==> src/rtl/irq_ctrl.sv <==
// Interrupt controller feeding the core's single interrupt input.
// Synchronises, edge-detects, latches and prioritises external requests.
module irq_ctrl #(
    parameter int NUM_IRQ     = 4,
    parameter int SYNC_STAGES = 2,
    parameter int VEC_W       = 2
) (
    input  logic               clk,
    input  logic               reset,
    input  logic [NUM_IRQ-1:0] irq_in,
    input  logic               ps_msk_wrt_en,
    input  logic [NUM_IRQ-1:0] ps_msk_dt,
    input  logic               ps_irq_ack,
    input  logic               ps_irq_done,
    output logic               interrupt,
    output logic [VEC_W-1:0]   irq_vec,
    output logic [NUM_IRQ-1:0] irq_pend,
    output logic               irq_actv
);

    typedef enum logic [1:0] {
        IDLE,
        REQ,
        SERVICE
    } state_t;

    state_t state;
    state_t state_n;

    logic [NUM_IRQ-1:0] sync_q [SYNC_STAGES];
    logic [NUM_IRQ-1:0] hist;
    logic [NUM_IRQ-1:0] rise;
    logic [NUM_IRQ-1:0] mask;
    logic [NUM_IRQ-1:0] clr;
    logic [NUM_IRQ-1:0] elig;
    logic [VEC_W-1:0]   win;
    logic               int_n;
    logic [VEC_W-1:0]   vec_n;
    logic               actv_n;

    always_ff @(posedge clk or negedge reset) begin
        if (!reset) begin
            for (int s = 0; s < SYNC_STAGES; s++) begin
                sync_q[s] <= '0;
            end
            hist <= '0;
        end else begin
            sync_q[0] <= irq_in;
            for (int s = 1; s < SYNC_STAGES; s++) begin
                sync_q[s] <= sync_q[s-1];
            end
            hist <= sync_q[SYNC_STAGES-1];
        end
    end

    assign rise = sync_q[SYNC_STAGES-1] & ~hist;

    always_comb begin
        clr = '0;
        if (state == REQ && ps_irq_ack) begin
            clr[irq_vec] = 1'b1;
        end
    end

    // A fresh edge overrides the ack-clear so no request is ever dropped.
    always_ff @(posedge clk or negedge reset) begin
        if (!reset) begin
            irq_pend <= '0;
            mask     <= '0;
        end else begin
            irq_pend <= (irq_pend & ~clr) | rise;
            if (ps_msk_wrt_en) begin
                mask <= ps_msk_dt;
            end
        end
    end

    assign elig = irq_pend & mask;

    always_comb begin
        win = '0;
        for (int i = NUM_IRQ - 1; i >= 0; i--) begin
            if (elig[i]) begin
                win = VEC_W'(i);
            end
        end
    end

    always_ff @(posedge clk or negedge reset) begin
        if (!reset) begin
            state     <= IDLE;
            interrupt <= 1'b0;
            irq_vec   <= '0;
            irq_actv  <= 1'b0;
        end else begin
            state     <= state_n;
            interrupt <= int_n;
            irq_vec   <= vec_n;
            irq_actv  <= actv_n;
        end
    end

    always_comb begin
        state_n = state;
        int_n   = interrupt;
        vec_n   = irq_vec;
        actv_n  = irq_actv;
        unique case (state)
            IDLE: begin
                if (|elig) begin
                    vec_n   = win;
                    int_n   = 1'b1;
                    state_n = REQ;
                end
            end
            REQ: begin
                if (ps_irq_ack) begin
                    int_n   = 1'b0;
                    actv_n  = 1'b1;
                    state_n = SERVICE;
                end
            end
            SERVICE: begin
                if (ps_irq_done) begin
                    actv_n  = 1'b0;
                    state_n = IDLE;
                end
            end
            default: begin
                int_n   = 1'b0;
                actv_n  = 1'b0;
                state_n = IDLE;
            end
        endcase
    end

endmodule

==> config.mk <==
export PLATFORM = sky130hd
export DESIGN_NAME = irq_ctrl
export DESIGN_NICKNAME = d
export VERILOG_FILES = /design/src/rtl/irq_ctrl.sv
export SDC_FILE = /design/constraint.sdc
export NUM_CORES = 1
export LEC_CHECK = 0
export ABC_CLOCK_PERIOD_IN_PS = 2000
export CORE_MARGIN = 3
export CORE_UTILIZATION = 45
export DETAILED_ROUTE_END_ITERATION = 6
export HOLD_SLACK_MARGIN = 0.05
export PLACE_DENSITY = 0.81
export SYNTH_ARGS = -nofsm -noshare
export SYNTH_HDL_FRONTEND = slang
export SYNTH_SLANG_ARGS = --single-unit
==> constraint.sdc <==
create_clock -name clk -period 2 [get_ports clk]
set_clock_uncertainty 0.2 [all_clocks]
set_input_delay 0.4 -clock clk [delete_from_list [all_inputs] [get_ports clk]]
set_output_delay 0.4 -clock clk [all_outputs]
set_load 0.005 [all_outputs]
==> reports/results.env <==
CRIT_PATH_TOP_DELAY_CELL='sky130_fd_sc_hd__clkdlybuf4s50_1'
DRT_FIRST_PASS_ITERS=4
CTS_SETUP_BUFFERS=0
POST_DP_CELL_AREA_SQ_MM=0.00115
VIA_COUNT_OF_THE_FIRST_GLOBAL_ROUTING_PASS=630
ROOT_BUFFER='sky130_fd_sc_hd__clkbuf_4'
ENDPOINT_CLASS_OF_THE_CRITICAL_PATH='primary output'
CLOCK.FMAX_GHz=0.529
ANT_NETS=0
CRITICAL-PATH-TOP-DELAY-FAMILY='buffers and inverters'
FINISHED_LAYOUT_CELL_AREA_SQ_MM=0.00118
FLOORPLAN.INITIALDENSITY_PCT=50.3
SYNTH-SEQ-AREA-SHARE_PCT=70.4
HIGHEST_IR_DROP_SEEN_ON_VDD_uV=497
FIRST_PASS_GRT_WIRE_LENGTH_MICRONS=2820
POST_CTS.RESIZED_INSTANCES=0
POWER_FRAC_SEQ_PCT=54.4
SHARE_OF_POST_ROUTE_CELLS_WITH_DRIVE_STRENGTH_ABOVE_1_PCT=9.78
CP-START-KIND='flip-flop'
GLOBALPLACE.CONGESTION=0.792
DRT_ITER0_DRC=1
DETAILROUTE.VIA_COUNT=593
OVERFLOW=0
POWER_DENSITY_mW_PER_MM2=1200
SWITCHING_SHARE_PCT=31.1
DRC=0
YS.WARNINGS.COUNT=0
POWER.SHARE.COMBINATIONAL_PCT=30.9
CRIT_BUF_INV=1
TIMING_WORST_SLEW_PIN_VALUE_PS=315
AREA_GROWTH_PCT=27.2
CLK_PIN_SLEW_PS=130
LAYOUT_WORST_PATH_CYCLE_SHARE_PCT=94.6
CRITICALPATHCATEGORY='reg2out'
POST_SYNTH.CELL_AREA_AVG_SQ_UM=13.2
RSZ0062_AT_GRT='no'
INITIAL_ANTENNA_VIOLATION_COUNT=0
ARRIVAL_PS=1290
CTS_TREE='done'
REPORT.FINAL.SETUP_VIOL=0
DIE_AREA_SQ_MM=0.00263
MOSTFREQUENTLAYOUTCELL='sky130_fd_sc_hd__dfrtp_1'
POSTROUTEWIRELENGTH_MICRONS=1550
CRITICAL_PATH_REQUIRED_PS=1400
NUMPORTBUFFERS=20
POSTCTSHOLDBUFS=0
DIE_X_MICRONS=51.3
POWER.SHARE.CLOCK_PCT=14.7
CTS_NUM_SINKS=26
SLEW_VIOL_FINAL=0
SYNTHESIS.INSTANCES=70
DETAIL_ROUTE.WL_PER_CELL_MICRONS=13.2
HOLD_VIOL=0
MAPPEDNETLISTAREA_SQ_UM=925
STATUS='finished, final reports clean'
HTREE_NUM_LEVELS=1
DIODES_INSERTED=0
CORE_AREA_SQ_MM=0.00184
POWER.INTERNAL_mW=0.975
FIN_TNS_SETUP_PS=0
NUMBER_OF_BUFFERS_CREATED_BY_CTS=3
CTS.PATH.MAX_BUFFERS=2
LEAKAGE_POWER_TOTAL_nW=0.511
GRT_USE_TOTAL_PCT=15.0
FINAL_PERIOD_MINUS_WORST_SETUP_SLACK_PS=1890
P_SWITCHING_mW=0.440
PATH_MAX_FANOUT=6
DIE-HEIGHT_MICRONS=51.3
ROUTED_VIA_DENSITY=5.07
WORSTHOLDPATHTYPE='reg2reg'
LAYOUT_COMMON_CELLS='sky130_fd_sc_hd__dfrtp_1 (26), sky130_fd_sc_hd__clkdlybuf4s50_1 (20), sky130_fd_sc_hd__o21ai_0 (8)'
ROWS=15
SYNTH.FF_LATCH_COUNT=26
FINISH.NET_COUNT=107
MAPPEDNETLISTNETS=83
CRIT_PATH_CELL_TRACE='clkdlybuf4s50_1'
IOPINCOUNT=21
MAX_CAP_VIOL_COUNT=0
TIMING.SLEW.HEADROOM_PCT=79.0
LATEST_CLOCK_ARRIVAL_WITHIN_THE_WORST_SKEW_PAIR_PS=310
SYNTHDISTINCTLIBCELLS=17
TIMING.CRITICAL_PATH.SLOWEST_CELL_DELAY_PS=530
GRT_MAX_DEGREE=27
DPL.HPWL_MICRONS=1210
[per-layer routing]
layer	global-route usage, %	vias up	routed length (microns)
met5	0	-	0
met4	9.17	0	31
met3	3.79	4	92
met2	24.0	23	745
met1	18.1	278	678
li1	-	288	-
[power by group through the flow]
stage	combinational, mW	sequential (mW)	clock (mW)
floorplan	0.255	0.727	0
global placement	0.419	0.772	0
detailed placement	0.443	0.782	0
CTS	0.444	0.769	0.220
global route	0.494	0.793	0.243
finish	0.438	0.769	0.208
[state kept, by name (all words and copies together) (netlist names)]
signal / flops
sync_q: 8
hist: 4
mask: 4
irq_vec: 2
interrupt: 1
state: 2
irq_pend: 4
irq_actv: 1
[synthesized netlist by cell type]
cell type	number	area, sq um
sky130_fd_sc_hd__mux2_2	4	45.0
sky130_fd_sc_hd__a21oi_1	5	25.0
sky130_fd_sc_hd__o32ai_1	1	8.76
sky130_fd_sc_hd__nor2_1	3	11.3
sky130_fd_sc_hd__o21ai_0	8	40.0
sky130_fd_sc_hd__nor2b_1	1	6.26
sky130_fd_sc_hd__dfrtp_1	26	651
sky130_fd_sc_hd__nand2_1	7	26.3
sky130_fd_sc_hd__mux2i_1	1	10.0
sky130_fd_sc_hd__buf_2	2	10.0
sky130_fd_sc_hd__a22o_1	1	8.76
sky130_fd_sc_hd__nand4b_1	1	8.76
sky130_fd_sc_hd__o21a_1	1	7.51
sky130_fd_sc_hd__inv_1	5	18.8
sky130_fd_sc_hd__a221o_1	1	10.0
sky130_fd_sc_hd__nand3b_4	1	20.0
sky130_fd_sc_hd__o41ai_1	2	17.5
[path summary, 6_finish.rpt]
| path | end | slack (ps) | from | cells past startpoint |
|---|---|---|---|---|
| max | irq_vec[0] | 110 | irq_vec[0]$_DFFE_PN0P_ | 1 |
| min | sync_q[2]$_DFF_PN0_ | 160 | sync_q[6]$_DFF_PN0_ | 0 |
| max reg2reg | interrupt$_DFFE_PN0P_ | 540 | irq_pend[3]$_DFF_PN0_ | 3 |
| min reg2reg | sync_q[2]$_DFF_PN0_ | 160 | sync_q[6]$_DFF_PN0_ | 0 |
| max in group asynchronous | sync_q[2]$_DFF_PN0_ | 1120 | reset | 2 |
| min in group asynchronous | irq_vec[0]$_DFFE_PN0P_ | 240 | reset | 2 |
[layout make-up]
class                           count  area, sq um
Fill cell                         152          663
Sequential cell                    26          651
Multi-Input combinational cell     37          245
Timing Repair Buffer               21          208
Tap cell                           25         31.3
Clock buffer                        3         22.5
Inverter                            5         18.8
[logic make-up (layout without fill, tap and decap cells)]
kind of cell,Yosys count,count (layout),share of synthesized area (%)
and+or+nand+nor,13,13,7.85
muxes,5,5,5.95
DFF,26,26,70.4
buffers and inverters,7,29,3.11
AOI/OAI and AO/OA,19,19,12.7
[through the flow]
stage / std cells / total power [mW] / setup slack [ps] / hold WS [ps] / utilization (%)
floorplan: 70 / 0.982 / 596 / -95.6 / -
global placement: 114 / 1.19 / 290 / 132 / 62.7
detailed placement: 114 / 1.23 / 214 / 135 / 62.7
CTS: 117 / 1.43 / 94.1 / 164 / 63.9
global route: 117 / 1.53 / 20.8 / 186 / 63.9
finish: 117 / 1.41 / 108 / 162 / 63.9
Note: power is estimated with default switching activity, not from simulation.
